$ cat src/rtl/riscv_run_monitor_pkg.sv
// Shared types and constants for the RISC-V run monitor: FSM state encoding,
// default pass/fail signatures and the trace entry width helper.
package riscv_run_monitor_pkg;

    typedef enum logic [1:0] {
        ST_IDLE = 2'd0,
        ST_HOLD = 2'd1,
        ST_RUN  = 2'd2,
        ST_DONE = 2'd3
    } run_state_t;

    localparam logic [15:0] DEFAULT_PASS_VALUE = 16'h600D;
    localparam logic [15:0] DEFAULT_FAIL_VALUE = 16'hBAD0;

    // A trace entry is {cycle stamp, test value}.
    function automatic int trace_entry_width(input int cnt_w, input int tv_w);
        return cnt_w + tv_w;
    endfunction

endpackage

$ cat src/rtl/run_trace_fifo.sv
// Synchronous FIFO for run trace entries with registered read data, occupancy
// count and a sticky overflow flag; a push into a full FIFO succeeds only alongside a pop.
module run_trace_fifo #(
    parameter int WIDTH = 32,
    parameter int DEPTH = 16
) (
    input  logic                   i_clk,
    input  logic                   i_rst,
    input  logic                   i_clear,
    input  logic                   i_push,
    input  logic [WIDTH-1:0]       i_wdata,
    input  logic                   i_pop,
    output logic [WIDTH-1:0]       o_rdata,
    output logic                   o_empty,
    output logic                   o_full,
    output logic [$clog2(DEPTH):0] o_count,
    output logic                   o_overflow
);
    localparam int AW = $clog2(DEPTH);
    localparam logic [AW:0] LP_FULL = (AW+1)'(DEPTH);

    logic [WIDTH-1:0] r_mem [DEPTH];
    logic [AW-1:0]    r_wr_ptr;
    logic [AW-1:0]    r_rd_ptr;
    logic [AW:0]      r_count;
    logic [WIDTH-1:0] r_rdata;
    logic             r_overflow;
    logic             w_empty;
    logic             w_full;
    logic             w_do_pop;
    logic             w_do_push;

    assign w_empty   = (r_count == '0);
    assign w_full    = (r_count == LP_FULL);
    assign w_do_pop  = i_pop && !w_empty && !i_clear;
    // When full, the same-cycle pop frees the slot this push lands in.
    assign w_do_push = i_push && !i_clear && (!w_full || w_do_pop);

    always_ff @(posedge i_clk) begin
        if (w_do_push) begin
            r_mem[r_wr_ptr] <= i_wdata;
        end
    end

    always_ff @(posedge i_clk) begin
        if (i_rst) begin
            r_wr_ptr   <= '0;
            r_rd_ptr   <= '0;
            r_count    <= '0;
            r_rdata    <= '0;
            r_overflow <= 1'b0;
        end else if (i_clear) begin
            r_wr_ptr   <= '0;
            r_rd_ptr   <= '0;
            r_count    <= '0;
            r_overflow <= 1'b0;
        end else begin
            if (w_do_push) begin
                r_wr_ptr <= r_wr_ptr + AW'(1);
            end
            if (w_do_pop) begin
                r_rd_ptr <= r_rd_ptr + AW'(1);
                r_rdata  <= r_mem[r_rd_ptr];
            end
            if (i_push && !w_do_push) begin
                r_overflow <= 1'b1;
            end
            case ({w_do_push, w_do_pop})
                2'b10:   r_count <= r_count + (AW+1)'(1);
                2'b01:   r_count <= r_count - (AW+1)'(1);
                default: r_count <= r_count;
            endcase
        end
    end

    assign o_rdata    = r_rdata;
    assign o_empty    = w_empty;
    assign o_full     = w_full;
    assign o_count    = r_count;
    assign o_overflow = r_overflow;

endmodule

$ cat src/rtl/riscv_run_monitor.sv
// Run controller/observer for the pipelined RISC-V core: reset sequencing, run
// cycle count, pass/fail/timeout detection. Trace FIFO built only with RUN_MONITOR_TRACE_EN.
module riscv_run_monitor
    import riscv_run_monitor_pkg::*;
#(
    parameter int                    TV_WIDTH    = 16,
    parameter int                    CNT_WIDTH   = 16,
    parameter int                    RST_CYCLES  = 10,
    parameter int                    MAX_CYCLES  = 1100,
    parameter int                    TRACE_DEPTH = 16,
    parameter logic [TV_WIDTH-1:0]   PASS_VALUE  = DEFAULT_PASS_VALUE,
    parameter logic [TV_WIDTH-1:0]   FAIL_VALUE  = DEFAULT_FAIL_VALUE
) (
    input  logic                                    CLK,
    input  logic                                    RESET,
    input  logic                                    start,
    input  logic [TV_WIDTH-1:0]                     dut_test_value,
    output logic                                    dut_reset_n,
    output logic                                    running,
    output logic                                    done,
    output logic                                    pass,
    output logic                                    fail,
    output logic                                    timeout,
    output logic [CNT_WIDTH-1:0]                    cycle_count,
    input  logic                                    trace_rd_en,
    output logic [CNT_WIDTH+TV_WIDTH-1:0]           trace_rd_data,
    output logic                                    trace_empty,
    output logic [$clog2(TRACE_DEPTH):0]            trace_count,
    output logic                                    trace_overflow
);
    localparam int                   LP_TW       = trace_entry_width(CNT_WIDTH, TV_WIDTH);
    localparam int                   LP_HW       = $clog2(RST_CYCLES + 1);
    localparam logic [LP_HW-1:0]     LP_HOLD_END = LP_HW'(RST_CYCLES - 1);
    localparam logic [CNT_WIDTH-1:0] LP_RUN_END  = CNT_WIDTH'(MAX_CYCLES - 1);

    run_state_t           r_state;
    run_state_t           w_state_nxt;
    logic [LP_HW-1:0]     r_hold_cnt;
    logic [CNT_WIDTH-1:0] r_cycle_count;
    logic                 r_dut_reset_n;
    logic                 r_pass;
    logic                 r_fail;
    logic                 r_timeout;
    logic                 w_is_pass;
    logic                 w_is_fail;
    logic                 w_is_last;
    logic                 w_enter_hold;

    assign w_is_pass    = (dut_test_value == PASS_VALUE);
    assign w_is_fail    = (dut_test_value == FAIL_VALUE);
    assign w_is_last    = (r_cycle_count == LP_RUN_END);
    assign w_enter_hold = start && ((r_state == ST_IDLE) || (r_state == ST_DONE));

    always_comb begin
        w_state_nxt = r_state;
        case (r_state)
            ST_IDLE, ST_DONE: if (start) w_state_nxt = ST_HOLD;
            ST_HOLD:          if (r_hold_cnt == LP_HOLD_END) w_state_nxt = ST_RUN;
            ST_RUN:           if (w_is_pass || w_is_fail || w_is_last) w_state_nxt = ST_DONE;
            default:          w_state_nxt = ST_IDLE;
        endcase
    end

    always_ff @(posedge CLK) begin
        if (RESET) begin
            r_state       <= ST_IDLE;
            r_hold_cnt    <= '0;
            r_cycle_count <= '0;
            r_dut_reset_n <= 1'b0;
            r_pass        <= 1'b0;
            r_fail        <= 1'b0;
            r_timeout     <= 1'b0;
        end else begin
            r_state       <= w_state_nxt;
            // Registered so the core's reset releases exactly as RUN begins.
            r_dut_reset_n <= (w_state_nxt == ST_RUN) || (w_state_nxt == ST_DONE);
            if (w_enter_hold) begin
                r_hold_cnt    <= '0;
                r_cycle_count <= '0;
                r_pass        <= 1'b0;
                r_fail        <= 1'b0;
                r_timeout     <= 1'b0;
            end else if (r_state == ST_HOLD) begin
                r_hold_cnt <= r_hold_cnt + LP_HW'(1);
            end else if (r_state == ST_RUN) begin
                // A signature on the last cycle takes precedence over timeout.
                if (w_is_pass) begin
                    r_pass <= 1'b1;
                end else if (w_is_fail) begin
                    r_fail <= 1'b1;
                end else if (w_is_last) begin
                    r_timeout <= 1'b1;
                end else begin
                    r_cycle_count <= r_cycle_count + CNT_WIDTH'(1);
                end
            end
        end
    end

    assign dut_reset_n = r_dut_reset_n;
    assign running     = (r_state == ST_RUN);
    assign done        = (r_state == ST_DONE);
    assign pass        = r_pass;
    assign fail        = r_fail;
    assign timeout     = r_timeout;
    assign cycle_count = r_cycle_count;

`ifdef RUN_MONITOR_TRACE_EN
    logic [TV_WIDTH-1:0] r_prev_value;
    logic                w_push;
    logic                w_unused_trace_full;

    // cycle_count is zero in RUN only on the first RUN cycle.
    assign w_push = (r_state == ST_RUN) &&
                    ((r_cycle_count == '0) || (dut_test_value != r_prev_value));

    always_ff @(posedge CLK) begin
        if (RESET) begin
            r_prev_value <= '0;
        end else if (r_state == ST_RUN) begin
            r_prev_value <= dut_test_value;
        end
    end

    run_trace_fifo #(
        .WIDTH (LP_TW),
        .DEPTH (TRACE_DEPTH)
    ) u_trace_fifo (
        .i_clk      (CLK),
        .i_rst      (RESET),
        .i_clear    (w_enter_hold),
        .i_push     (w_push),
        .i_wdata    ({r_cycle_count, dut_test_value}),
        .i_pop      (trace_rd_en),
        .o_rdata    (trace_rd_data),
        .o_empty    (trace_empty),
        .o_full     (w_unused_trace_full),
        .o_count    (trace_count),
        .o_overflow (trace_overflow)
    );
`else
    logic w_unused_trace_rd_en;

    assign w_unused_trace_rd_en = trace_rd_en;
    assign trace_rd_data        = '0;
    assign trace_empty          = 1'b1;
    assign trace_count          = '0;
    assign trace_overflow       = 1'b0;
`endif

endmodule

$ cat config.mk
export PLATFORM = sky130hd
export DESIGN_NAME = riscv_run_monitor
export DESIGN_NICKNAME = d
export VERILOG_FILES = /design/src/rtl/riscv_run_monitor_pkg.sv /design/src/rtl/run_trace_fifo.sv /design/src/rtl/riscv_run_monitor.sv
export SDC_FILE = /design/constraint.sdc
export NUM_CORES = 1
export LEC_CHECK = 0
export CAP_MARGIN = 0
export CORE_AREA = 2 2 80 82
export DETAILED_ROUTE_END_ITERATION = 8
export DIE_AREA = 0 0 82 84
export GPL_TIMING_DRIVEN = 1
export HOLD_SLACK_MARGIN = 0.12
export PLACE_DENSITY = 0.57
export SYNTH_ARGS = -nofsm -noshare
export SYNTH_HDL_FRONTEND = slang
export SYNTH_SLANG_ARGS = --single-unit
$ cat constraint.sdc
create_clock -name CLK -period 2.4 [get_ports CLK]
set_clock_uncertainty 0.2 [all_clocks]
set_input_delay 0.48 -clock CLK [delete_from_list [all_inputs] [get_ports CLK]]
set_output_delay 0.48 -clock CLK [all_outputs]
set_load 0.05 [all_outputs]
Yosys cells after proc, flatten, opt, wreduce, memory -nomap -nowiden
Index checks and enable logic that the tools add are counted.
{ "classes": {"mux": 4, "bitwise": 4, "n_mul": 0, "div": 0, "eq_ne": 9, "reduce_logical": 12, "shifts": 0, "addsub": 2, "magnitude_cmp": 0} }
{ "op_table": {"columns": ["cell", "n"], "rows": [
  ["adder 16 x 1 -> 16 bit, second input constant", 1],
  ["equality test 16 x 11 -> 1 bit, second input constant", 1],
  ["equality test 16 x 15 -> 1 bit, second input constant", 1],
  ["equality test 16 bit, second input constant", 1],
  ["AND reduction 5 bit", 2],
  ["equality test 2 bit, second input constant", 4],
  ["two-way mux 2 bit", 3],
  ["case mux 2 bit (3 select lines)", 1],
  ["adder 4 x 1 -> 4 bit, second input constant", 1],
  ["equality test 4 bit, second input constant", 1],
  ["logical OR 1 bit", 4],
  ["inverter 1 bit", 4],
  ["AND reduction 4 bit", 1],
  ["OR reduction 2 bit", 2],
  ["AND reduction 3 bit", 1],
  ["equality test 2 x 1 -> 1 bit, second input constant", 1],
  ["zero test 2 bit", 1],
  ["logical AND 1 bit", 1]
]} }
{ "totals": {"rom_bits": 0, "output_inout_bits": 61, "mem_count": 0, "latch_bits": 0, "regBits": 26, "inputBits": 20, "ram_bits": 0, "word_cells": 38} }

Depth between registers and ports, before layout
Gate-level depths: netlist (run 1).
{ "depth": {"ltp_word": 7, "depth_mapped": 8, "depth_no_buf": 7} }

Worst setup path after synthesis (run 1)
OpenSTA, ideal clock, no wires.
{ "synth_path": {"path_kind": "flip-flop to flip-flop", "startpoint": "register r_state[0]", "endpoint": "register r_cycle_count[5] (netlist: cycle_count[5])", "setup_time_ps": 71, "arrival_time_ps": 2001, "t_required_ps": 2129, "path_buffers": 0, "slack_ps": 128, "stages_incl_launch_ff": 8, "period_less_slack_ps": 2272, "cell_sequence": "dfxtp_1 > inv_1 > ha_1 > inv_1 > nor2_2 > nand3_2 > or4_1 > a21oi_1"} }
{ "synth_via": {"elab_cells_between_ends": 9, "cone_classes": "3 x eq/ne; 1 x bitwise; 5 x reduce/logical"} }
{ "synth_lines": {"columns": ["element", "line", "rtl"], "rows": [
  ["from (decl)", "riscv_run_monitor.sv:36", "run_state_t r_state;"],
  ["from (signal assigned)", "riscv_run_monitor.sv:74", "r_state <= w_state_nxt;"],
  ["equality test 2 bit", null, null],
  ["net running", "riscv_run_monitor.sv:19", "output logic running,"],
  ["AND reduction 5 bit (no line)", null, null],
  ["to (signal assigned)", "riscv_run_monitor.sv:94", "r_cycle_count <= r_cycle_count + CNT_WIDTH'(1);"],
  ["to (decl)", "riscv_run_monitor.sv:39", "logic [CNT_WIDTH-1:0] r_cycle_count;"]
]} }
The timed path passes the listed nets, and every way through them passes these cells.
A chain may end at the register's enable or synchronous reset.

Final worst setup path (run 1)
{ "layout_path": {"startpoint": "register r_cycle_count[2] (netlist: cycle_count[2])", "endpoint": "output cycle_count[2]"} }
{ "layout_lines": {"columns": ["element", "line", "rtl"], "rows": [
  ["to (decl)", "riscv_run_monitor.sv:24", "output logic [CNT_WIDTH-1:0] cycle_count,"]
]} }
No word-level cell between the ends.

==> results of run 1 <==
==> final cells by class <==
cell class	instances	area (µm²)
fill	653	3930
multi-input combinational	160	953
sequential	26	520
timing repair buffer	51	490
tap	77	96.3
clock buffer	3	41.3
clock inverter	1	30.0
inverter	8	30.0
==> metal layers <==
| layer | track usage [%] | part of all wire [%] |
|---|---|---|
| met1 | 12.8 | 45 |
| met2 | 17.0 | 47 |
| met3 | 2.38 | 6.2 |
| met4 | 3.18 | 1.3 |
| met5 | 0 | 0 |
==> metrics by stage <==
stage / hold WS [ps] / TNS, ps / util, %
after global routing: 305 / 0 / 35.5
after global placement: 255 / -421 / 34.3
final: 278 / 0 / 35.5
after CTS: 288 / 0 / 35.5
after floorplan: 279 / 0 / -
after detailed placement: 261 / -490 / 34.3
==> power by group through the flow <==
stage / Sequential, µW / Clock (µW) / Combinational, µW
finish: 437 / 370 / 206
CTS: 437 / 384 / 206
global placement: 447 / 0 / 204
detailed placement: 447 / 0 / 205
floorplan: 446 / 0 / 213
global route: 437 / 396 / 217
==> synthesized netlist by cell type, types with 4 or more instances <==
| master | count |
|---|---|
| nor2_1 | 16 |
| o21ai_0 | 8 |
| nor4b_1 | 4 |
| o31ai_1 | 6 |
| or4_1 | 6 |
| or3_1 | 7 |
| inv_1 | 8 |
| ha_1 | 7 |
| nand2_1 | 10 |
| a21oi_1 | 17 |
| dfxtp_1 | 26 |
| nand3_1 | 6 |
| nor4bb_1 | 5 |
| buf_4 | 39 |
==> cell usage in the layout, fill, tap and decap left out, types with 7 or more instances in the layout <==
cell type,n
or3_1,7
clkdlybuf4s50_1,38
inv_1,8
o21ai_0,8
conb_1,39
nor2_1,16
dfxtp_1,26
ha_1,7
a21oi_1,17
nand2_1,10
buf_4,12
==> state kept, by name, summed over array words and instances (netlist names) <==
signal,flops
r_hold_cnt,4
timeout,1
dut_reset_n,1
fail,1
cycle_count,16
pass,1
r_state,2
==> tightest hold or removal path, stage by stage, from the launching register on <==
cell	delay, ps
dfxtp_1	340
nor2_1	50
nor2_1	60
==> cell families after synthesis <==
group           share of synthesized area, %
mux                                    0.597
other cells                            0.448
buf+inv                                 20.4
flops                                   31.0
compound gates                          12.8
xor+xnor                                2.61
fa+ha+maj                               5.22
simple gates                            26.9
==> worst paths after layout <==
check | to | cells after the start | slack (ps) | startpoint
worst max-delay path | cycle_count[2] | 1 | 120 | cycle_count[2]$_SDFFE_PP0P_
worst min-delay path | fail$_SDFFE_PP0P_ | 2 | 280 | fail$_SDFFE_PP0P_
worst max register to register | cycle_count[5]$_SDFFE_PP0P_ | 8 | 400 | r_state[0]$_SDFF_PP0_
worst min register to register | fail$_SDFFE_PP0P_ | 2 | 280 | fail$_SDFFE_PP0P_
==> results.cfg, run 1 <==
[grt]
grt.total_usage_pct = 10.2
antenna_found_initial = 0
grt_pass1_wl_um = 5680
first_global_vias = 1243
gr-total-overflow = 0
grt_max_degree = 24

[final_layout]
antenna_cells = 0
area_growth_pct = 28.9
nNetsFinal = 277
final_cells = 326
layout-drive-gt1-share_pct = 9.64
fin_area_mm2 = 0.00216

[place]
place_inst = 322
place_congestion = 0.711
dp_worst_setup_slack_ps = -95.0
place_area_mm2 = 0.00209
port-buffer-count = 40
dp_hpwl_um = 2700

[cts]
h-tree-depth = 1
numClockSinks = 26
cts_buffer_depth = 2
clock_latency_ps = 280
cts_buffers = 3
cts_tree = done
clk_pin_slew_worst_paths_ps = 100
cts_hold_buf = 0
postCtsSetupBuffers = 0
cts_resized = 0
root_buffer = clkbuf_8

[yosys]
ys_types = 37
synth.avg_cell_area_um2 = 8.35
async_flop_share_pct = 0
yosysWarnings = 0
synth-main-ff-cell = dfxtp_1
synth_area_leaders = dfxtp_1 31%, buf_4 17%, ha_1 5.2%
synth_edf_count = 0
ys_seq_area_share_pct = 31.0
ys_ff_latch = 26
yosys.area.top_type_share_pct = 31.0
synth_top_cell_by_area = dfxtp_1
syn_inst = 201
synthesis.area_mm2 = 0.00168

[power_and_ir_drop]
total_power_uw = 1010
p_int_uw = 700
combinationalPowerShare_pct = 20.3
p_switching_uw = 313
p_clk_share_pct = 36.6
pwr_density_cell_mw_per_mm2 = 469
pwr-share-seq_pct = 43.1
p_leak_uw = 0.000789
swShare_pct = 30.9
irDropWorstVdd_mv = 0.219

[die]
io_pins = 81
die_width_um = 82
fp.dieH_um = 84
die-area_mm2 = 0.00689
core_mm2 = 0.00610
initial_core_util_pct = 27.5
rows = 29

[setup_path]
worstSetupPathType = reg2out
max_stage_delay_ps = 850
end_kind = output port
cp_data_arrival_time_ps = 1600
path_cells = clkdlybuf4s50_1
critPathSlowestCell = clkdlybuf4s50_1
path_buf_inv = 1
crit_fanout = 8
cp.required_ps = 1720
crit_path_start_kind = flop
cpLargestDelayFamily = buffers and inverters

[routing]
post_drt_wl_per_cell_um = 10.6
vias_per_cell = 4.48
drc = 0
drt-total-wl_um = 3450
ant_nets = 0
drt-initial-drc-count = 44
drtPass1Iterations = 4
vias = 1461

[timing]
post-route-period-util_pct = 95.1
hold_viol = 0
timing.final.ws_setup_ps = 118
max_freq_mhz = 438
tightest_slew_ps = 504
setup_viol = 0
slew_violations = 0
min_period_ps = 2280
grt_setup_unrepaired = no
maxSlewHeadroom_pct = 66.3

[min_path]
min_path_type = reg2reg

[outcome]
status = finished, final reports clean

[flow_run]
drv_cap = 0
Power figures use the tool's default switching activity.
==> inputs of run 2 (changes only) <==
SETUP_SLACK_MARGIN = 0.02   (was not set)
==> results of run 2 <==
Same layout as run 1: the final DEF is identical, and so are final timing and power.
